`src/rtl/spi_controller.sv`:
```
// Mode-0 SPI initiator that sends 16-bit {rw, addr, data} register frames MSB first
// and returns the low byte of CIPO for read frames.
module spi_controller #(
    parameter int CLK_DIV  = 4,
    parameter int CS_SETUP = 4,
    parameter int CS_GAP   = 8
) (
    input  logic       clk,
    input  logic       rst_n,
    input  logic       cmd_valid,
    output logic       cmd_ready,
    input  logic       cmd_rw,
    input  logic [6:0] cmd_addr,
    input  logic [7:0] cmd_data,
    output logic       rsp_valid,
    output logic [7:0] rsp_data,
    output logic       busy,
    output logic       SCLK,
    output logic       nCS,
    output logic       COPI,
    input  logic       CIPO
);

    localparam int MAX_AB  = (CLK_DIV > CS_SETUP) ? CLK_DIV : CS_SETUP;
    localparam int MAX_CNT = (MAX_AB > CS_GAP) ? MAX_AB : CS_GAP;
    localparam int CW      = $clog2(MAX_CNT + 1);

    localparam logic [CW-1:0] DIV_LOAD   = CW'(CLK_DIV - 1);
    localparam logic [CW-1:0] SETUP_LOAD = CW'(CS_SETUP - 1);
    localparam logic [CW-1:0] GAP_LOAD   = CW'(CS_GAP - 1);
    localparam logic [CW-1:0] CNT_ONE    = CW'(1);

    typedef enum logic [2:0] {
        IDLE,
        SETUP,
        HIGH,
        LOW,
        GAP
    } state_t;

    state_t        state;
    logic [CW-1:0] phase_cnt;
    logic [15:0]   tx_shift;
    logic [7:0]    rx_shift;
    logic [4:0]    bit_cnt;
    logic          frame_rw;
    logic [1:0]    cipo_sync;

    // CIPO comes from another clock domain (the peripheral), so it is double-registered.
    always_ff @(posedge clk or negedge rst_n) begin
        if (!rst_n) begin
            cipo_sync <= 2'b00;
        end else begin
            cipo_sync <= {cipo_sync[0], CIPO};
        end
    end

    always_ff @(posedge clk or negedge rst_n) begin
        if (!rst_n) begin
            state     <= IDLE;
            phase_cnt <= '0;
            tx_shift  <= '0;
            rx_shift  <= '0;
            bit_cnt   <= '0;
            frame_rw  <= 1'b0;
            nCS       <= 1'b1;
            SCLK      <= 1'b0;
            COPI      <= 1'b0;
            rsp_valid <= 1'b0;
            rsp_data  <= '0;
            busy      <= 1'b0;
            cmd_ready <= 1'b1;
        end else begin
            rsp_valid <= 1'b0;
            case (state)
                IDLE: begin
                    if (cmd_valid) begin
                        tx_shift  <= {cmd_rw, cmd_addr, cmd_data};
                        frame_rw  <= cmd_rw;
                        COPI      <= cmd_rw;
                        nCS       <= 1'b0;
                        bit_cnt   <= '0;
                        phase_cnt <= SETUP_LOAD;
                        state     <= SETUP;
                        busy      <= 1'b1;
                        cmd_ready <= 1'b0;
                    end
                end
                SETUP: begin
                    if (phase_cnt == '0) begin
                        SCLK      <= 1'b1;
                        phase_cnt <= DIV_LOAD;
                        state     <= HIGH;
                    end else begin
                        phase_cnt <= phase_cnt - CNT_ONE;
                    end
                end
                HIGH: begin
                    // Sample once per bit, on the first cycle SCLK is high.
                    if (phase_cnt == DIV_LOAD) begin
                        rx_shift <= {rx_shift[6:0], cipo_sync[1]};
                        bit_cnt  <= bit_cnt + 5'd1;
                    end
                    if (phase_cnt == '0) begin
                        SCLK      <= 1'b0;
                        phase_cnt <= DIV_LOAD;
                        state     <= LOW;
                        tx_shift  <= {tx_shift[14:0], 1'b0};
                        COPI      <= (bit_cnt == 5'd16) ? 1'b0 : tx_shift[14];
                    end else begin
                        phase_cnt <= phase_cnt - CNT_ONE;
                    end
                end
                LOW: begin
                    if (phase_cnt == '0) begin
                        if (bit_cnt == 5'd16) begin
                            nCS       <= 1'b1;
                            phase_cnt <= GAP_LOAD;
                            state     <= GAP;
                            rsp_valid <= ~frame_rw;
                            if (!frame_rw) begin
                                rsp_data <= rx_shift;
                            end
                        end else begin
                            SCLK      <= 1'b1;
                            phase_cnt <= DIV_LOAD;
                            state     <= HIGH;
                        end
                    end else begin
                        phase_cnt <= phase_cnt - CNT_ONE;
                    end
                end
                GAP: begin
                    if (phase_cnt == '0) begin
                        state     <= IDLE;
                        busy      <= 1'b0;
                        cmd_ready <= 1'b1;
                    end else begin
                        phase_cnt <= phase_cnt - CNT_ONE;
                    end
                end
                default: begin
                    state <= IDLE;
                end
            endcase
        end
    end

endmodule

```
`config.mk`:
```
export PLATFORM = sky130hd
export DESIGN_NAME = spi_controller
export DESIGN_NICKNAME = d
export VERILOG_FILES = /design/src/rtl/spi_controller.sv
export SDC_FILE = /design/constraint.sdc
export NUM_CORES = 1
export LEC_CHECK = 0
export ABC_AREA = 1
export CAP_MARGIN = 5
export CORE_UTILIZATION = 36
export CTS_CLUSTER_DIAMETER = 200
export DETAILED_ROUTE_END_ITERATION = 12
export PLACE_DENSITY_LB_ADDON = 0.1
export SETUP_SLACK_MARGIN = 0.4
export SLEW_MARGIN = 15
export SYNTH_ARGS = -nofsm -noshare
export SYNTH_HDL_FRONTEND = slang
export SYNTH_SLANG_ARGS = --single-unit
```
`constraint.sdc`:
```
create_clock -name clk -period 2.2 [get_ports clk]
set_clock_uncertainty 0.1 [all_clocks]
set_input_delay 0.44 -clock clk [delete_from_list [all_inputs] [get_ports clk]]
set_output_delay 0.44 -clock clk [all_outputs]
set_load 0.05 [all_outputs]
```
==> metrics.md <==
| Metric | Value |
|---|---|
| Worst setup margin | 0.446 ns |
| Synth area leaders | dfrtp_1 (50%), nand2_1 (13%), o21ai_0 (8.5%) |
| Layout Area Growth over Synthesis | 20.8% |
| Setup violators final | 0 |
| Cell count after synthesis | approximately 290 |
| Status | complete, no violations |
| Overflow after GRT | 0 |
| Worst slack at placement | between 0.2 and 0.3 ns |
| Worst vdd ir | 0.000312 V |
| Iter 0 DRT Violations | between 50 and 60 |
| GRT Util Overall | 0.150 |
| IO Count | 34 |
| Family with the most delay on the worst path | buffers and inverters |
| H-tree Lvls | 2 |
| First-pass GRT wire length | 8580 um |
| Startpoint types | flip-flop |
| CP bufs+invs | 1 |
| Slew of the pin with the lowest slew margin | 0.491 ns |
| DR vias | 1,895 |
| EDFF count, synth | 0 |
| Syn nets | 313 |
| Slowest CP cell | dlygate4sd2_1 |
| FP Rows | 29 |
| Final WL | approximately 4800 um |
| Flops & latches, synth | 52 |
| Largest net degree at the start of global routing | 53 |
| Layout cells sized above 1 | 0.150 |
| Fin nets | between 300 and 400 |
| Final period util | 0.797 |
| PD cells | between 500 and 600 nW/um2 |
| Post-synthesis area per instance | roughly 8.6 um2 |
| CTS tree | built |
| Hold crit path type | in2async |
| Die Width | between 80 and 90 um |
| Hold Slack | 0.0135 ns |
| WL/cell | approximately 12 um |
| Worst R2R Setup Slack | approximately 0.53 ns |
| Hold Buf Count CTS | 0 |
| Sequential share of the synthesized area | 0.525 |
| Crit end category | output port |
| Crit path required time | 1.66 ns |
| Main flop type after synthesis | dfrtp_1 |
| R2R cell count | 9 |
| DRT Pass-1 Iters | 4 |
| Cell taking the most area after synthesis | dfrtp_1 |
| Number of global-route vias before repair | 1,880 |
| Final Max Tran Viols | 0 |
| Worst-Skew Late Latency | just over 0.3 ns |
| Initial Util | 0.382 |
| DRC viols | 0 |
| GPL Wtd Cong | between 0.7 and 0.8 |
| Commonest non-fill, non-tap cells in the layout | nand2_1 (82), dfrtp_1 (50), o21ai_0 (42) |
| Port bufs | 33 |
| Antenna viol nets, final | 0 |
| R2R Path Start | phase_cnt[0]$_DFFE_PN0P_ |
| Synth cell types | 27 |
| Diode count | 0 |
| Commonest non-fill, non-tap cell in the layout | nand2_1 |
| Slowest stage delay, CP | between 0.5 and 0.6 ns |
| Sum Neg Setup Slack | 0 ns |
| DPL Wire Length | 3260 um |
| Reg2reg end | COPI$_DFFE_PN0P_ |
| Fin cells | between 400 and 500 |
| Final Hold Viols | 0 |
| CP max FO | 2 |
| Root buffer cell | clkbuf_8 |
| Max Freq | about 570 MHz |
| Clock Tree Buf Depth | 2 |
| Max-cap viol count | 0 |
| RSZ-0062 raised after global routing | true |
| Placed cells | between 300 and 400 |
| CP Data Arrival Time | 1.21 ns |
| Vias/cell | roughly 4.7 |
| Core area | about 6500 um2 |
| Clock edge transition at the registers on the reported setup and hold paths | 0.09 ns |
| Rel. slew slack | 0.674 |
| Clock Sinks | 52 |
| LEAKAGE | 1.47 nW |
| Die height | approximately 85 um |
| CP cell instances | dlygate4sd2_1 |
| Fin util | 0.461 |
| Initial antenna violation count | 0 |
| CP Class | reg2out |
| CTS Buf Count | 5 |
| Synth top area share | 0.504 |
| Die area | a little over 7000 um2 |
| Tmin final | ~1.8 ns |
| Asr flop ratio synth | 1.00 |
| Synthesized area | roughly 2500 um2 |
| Yosys warns | 0 |
## logic make-up after synthesis
logic type,synth area share
compound gates,0.132
xor+xnor,0.0176
fa+ha+maj,0.0202
buf+inv,0.0918
flops,0.525
simple gates,0.213
## state kept, by name (all words and copies together) (netlist names)
register	flops
SCLK	1
frame_rw	1
nCS	1
rsp_valid	1
COPI	1
cmd_ready	1
rsp_data	8
busy	1
tx_shift	15
bit_cnt	5
state	3
rx_shift	8
phase_cnt	4
cipo_sync	2
## power by group
part           switching, mW  internal, mW
combinational         0.0346        0.0372
sequential           0.00432         0.964
clock                  0.313         0.338
total                  0.352          1.34
## stage by stage
stage               power (mW)  area [um2]
global route              1.75        3000
CTS                       1.72        2980
floorplan                 1.00        2480
detailed placement        1.06        2870
finish                    1.69        3000
global placement          1.06        2870
## final cells by class
type,instances,area (um2)
clock buffers,6,72.6
clock inverters,2,35.0
flip-flops and latches,52,1300
repair buffers,38,355
multi-input cells,187,976
inverters,42,158
well taps,77,96.3
fillers,629,3500
## per-layer routing
| layer | wire, um | global-route usage | vias to the layer above | share of wire |
|---|---|---|---|---|
| met5 | 0 | 0 | - | 0 |
| met4 | 36 | 0.0462 | 0 | 0.0074 |
| met3 | 195 | 0.0399 | 2 | 0.040 |
| met2 | 2250 | 0.245 | 27 | 0.46 |
| met1 | 2360 | 0.196 | 887 | 0.49 |
| li1 | - | - | 979 | - |
## synthesized netlist by cell type (2+ instances only)
| library cell | instances |
|---|---|
| xor2_1 | 4 |
| inv_2 | 5 |
| buf_6 | 4 |
| inv_1 | 37 |
| nand3_1 | 12 |
| dfstp_2 | 2 |
| nand2_2 | 4 |
| o21ai_0 | 42 |
| nor2_1 | 10 |
| dfrtp_1 | 50 |
| ha_1 | 4 |
| o21ai_2 | 9 |
| nand2_1 | 83 |
| nor2_2 | 5 |
| buf_2 | 2 |
| o21ai_1 | 4 |
| clkbuf_1 | 2 |
## timing repair
item	in CTS	in global routing
gates resized for setup	14	3
pin swaps	1	1
endpoints found under the setup margin	16	25
setup buffers	0	1
gates cloned	1	0
## worst max-delay path by stage
stage / depth (start not counted) / from / slack, ns / endpoint
2_1_floorplan: 8 / phase_cnt[0]$_DFFE_PN0P_ / 0.62 / rsp_data[1]$_DFFE_PN0P_
3_3_place_gp: 8 / cmd_valid / 0.31 / COPI$_DFFE_PN0P_
3_5_place_dp: 8 / cmd_valid / 0.28 / COPI$_DFFE_PN0P_
4_1_cts: 9 / phase_cnt[0]$_DFFE_PN0P_ / 0.43 / COPI$_DFFE_PN0P_
5_1_grt: 8 / phase_cnt[0]$_DFFE_PN0P_ / 0.40 / rsp_data[0]$_DFFE_PN0P_
6_report: 1 / rsp_data[7]$_DFFE_PN0P_ / 0.45 / rsp_data[7]
Power figures use the tool's default switching activity.
==> RTL change: new RTL, same flow settings <==
The 5 states of `state_t` get a one-hot encoding in 5 bits.
--- a/src/rtl/spi_controller.sv
+++ b/src/rtl/spi_controller.sv
@@ -32,8 +32,8 @@
 
-    typedef enum logic [2:0] {
-        IDLE,
-        SETUP,
-        HIGH,
-        LOW,
-        GAP
+    typedef enum logic [4:0] {
+        IDLE  = 5'b00001,
+        SETUP = 5'b00010,
+        HIGH  = 5'b00100,
+        LOW   = 5'b01000,
+        GAP   = 5'b10000
     } state_t;
Behaviour: same outputs for any inputs over 10 cycles, from zero or initial values and one cycle with rst_n low; not proved beyond that.
==> RTL change against the original RTL <==
Utilization down 0.21 points. Design area is 12% higher. Sequential share of layout area decreased by 3.3 points. Setup slack gained 0.0073 ns. Cell count increased by 16%. Synthesized cell count increased by 12%. Highest routed layer unchanged. Synthesized area rose by 11%. Wire length increased by 12%. Sequential cell count increased by 2. First-iteration DRC count up 47%. Register-to-register slack lost 0.03 ns.
Power is not compared: it rests on default switching activity, and its combinational part moved more than twofold at a synthesized area within 25%.
==> RTL change: results (changes against the original RTL) <==
qor: status.status completed
qor: final_layout.drive_above_1_share 19.5% [+4.5 points]
qor: final_layout.nNonClkInverters 44 [+4.8%]
qor: final_layout.final.fill_count 730 [+16%]
qor: power.power.ir.vdd_worst 0.466 mV
qor: clock_tree.post_cts_resize_count 15 [+1]
qor: detailed_routing.via_to_cell_ratio 4.52 [-3.6%]
qor: sta.worst-slew-pin-transition 0.518 ns [+0.0266 ns]
qor: grt.global_route_wire_length_before_repair 9130 um [+6.3%]
qor: detailed_routing.dr.first_iter.drc_count 84 [+47%]
qor: final_layout.finish.net_count 394 [+13%]
qor: grt.grt_start_max_net_pins 46 [-13%]
qor: clock_tree.postCtsHoldBufs 1 [+1]
qor: detailed_routing.detail_route.wirelength 5450 um [+12%]
qor: yosys.synth.cells.most_frequent 91 x nand2_1, 51 x dfrtp_1, 37 x inv_1
qor: final_layout.proportion_of_cell_area_occupied_by_multi_input_gates 35.7% [+3.1 points]
qor: final_layout.n_multi_input_combinational_cell 221 [+18%]
qor: yosys.mappedNetlistNets 350 [+12%]
qor: final_layout.seq-cell-share 40.2% [-3.3 points]
qor: yosys.synth_compound_gate_area_share 11.8% [-1.4 points]
qor: yosys.ys_seq_area_share 49.1% [-3.4 points]
qor: min_path.hold_class reg -> reg
qor: placed_design.finalWeightedCongestion 0.774 [-0.27%]
qor: final_layout.layout.non_clock_buffers 43 [+13%]
qor: final_layout.layout.clock_buffers 7 [+1]
qor: yosys.post_synth.cell_area_avg 8.49 sq um [-1.1%]
qor: placed_design.dp_cells 453 [+15%]
qor: placed_design.dp_slack 0.365 ns [+0.0811 ns]
qor: yosys.synth_xor_xnor_area_share 1.27% [-0.50 points]
qor: final_layout.clkcell_share 3.16% [-0.43 points]
qor: final_layout.seq_cells 54 [+3.8%]
qor: grt.grt_use_total 15.2% [+0.15 points]
qor: yosys.netlist-cell-type-count 31 [+15%]
qor: final_layout.area_share_nonclk_buffers 11.8% [-0.078 points]
qor: detailed_routing.firstDrtPassIters 4 [unchanged]
qor: yosys.synth_fa_ha_area_share 2.27% [+0.25 points]
qor: yosys.synth_area_leaders dfrtp_1 46%, nand2_1 12%, o21ai_0 5.4%, inv_1 5.0%, o21ai_2 4.4%
qor: grt.first_global_vias 1967 [+4.6%]
qor: die.core_region_area 7330 sq um [+13%]
qor: final_layout.layout.cell_area.non_filler 3370 sq um [+12%]
qor: placed_design.placedInstanceArea 3170 sq um [+10%]
qor: clock_tree.htree_levels 2 [unchanged]
qor: final_layout.final_cell_count_no_fill 469 [+16%]
qor: worst_setup_path.reg2regPathDepth 8 [-1]
qor: placed_design.dp_hpwl 3790 um [+16%]
-- RTL change: cell count changes in the layout (fill, tap and decap cells not counted), sizes merged, moves of 4 or more --
cell,delta
nand3,+7
nor2,+11
buf,+4
nand2,+17
o21ai,-4
-- RTL change: cell families (layout without fill, tap and decap cells) --
logic type | after synthesis | after routing
AOI/OAI and AO/OA | 54 | 54
DFF | 54 | 54
buffers and inverters | 50 | 95
adders and majority gates | 5 | 5
and+or+nand+nor | 158 | 158
xor gates and xnor gates | 4 | 4
-- RTL change: metal layers --
| layer | part of all wire (%) | GRT usage, % | vias to the layer above |
|---|---|---|---|
| met1 | 48 | 20.2 | 980 |
| li1 | - | - | 1106 |
| met3 | 3.1 | 3.79 | 6 |
| met5 | 0 | 0 | - |
| met2 | 47 | 24.2 | 28 |
| met4 | 1.3 | 4.76 | 0 |
-- RTL change: power breakdown --
| part | switching [mW] | total (mW) | internal (mW) |
|---|---|---|---|
| combinational | 0.940 | 1.43 | 0.490 |
| sequential | 0.120 | 1.35 | 1.23 |
| clock | 0.317 | 0.658 | 0.341 |
-- RTL change: path summary, 6_finish.rpt --
path                                        start                       to  slack, ns
setup / recovery                 COPI$_DFFE_PN0P_                     COPI       0.45
hold / removal             cipo_sync[0]$_DFF_PN0_   cipo_sync[1]$_DFF_PN0_       0.25
setup reg to reg           bit_cnt[0]$_DFFE_PN0P_  rsp_data[7]$_DFFE_PN0P_       0.50
hold reg to reg            cipo_sync[0]$_DFF_PN0_   cipo_sync[1]$_DFF_PN0_       0.25
max in group asynchronous                   rst_n    cmd_ready$_DFFE_PN1P_       0.99
min in group asynchronous                   rst_n  tx_shift[5]$_DFFE_PN0P_       0.43
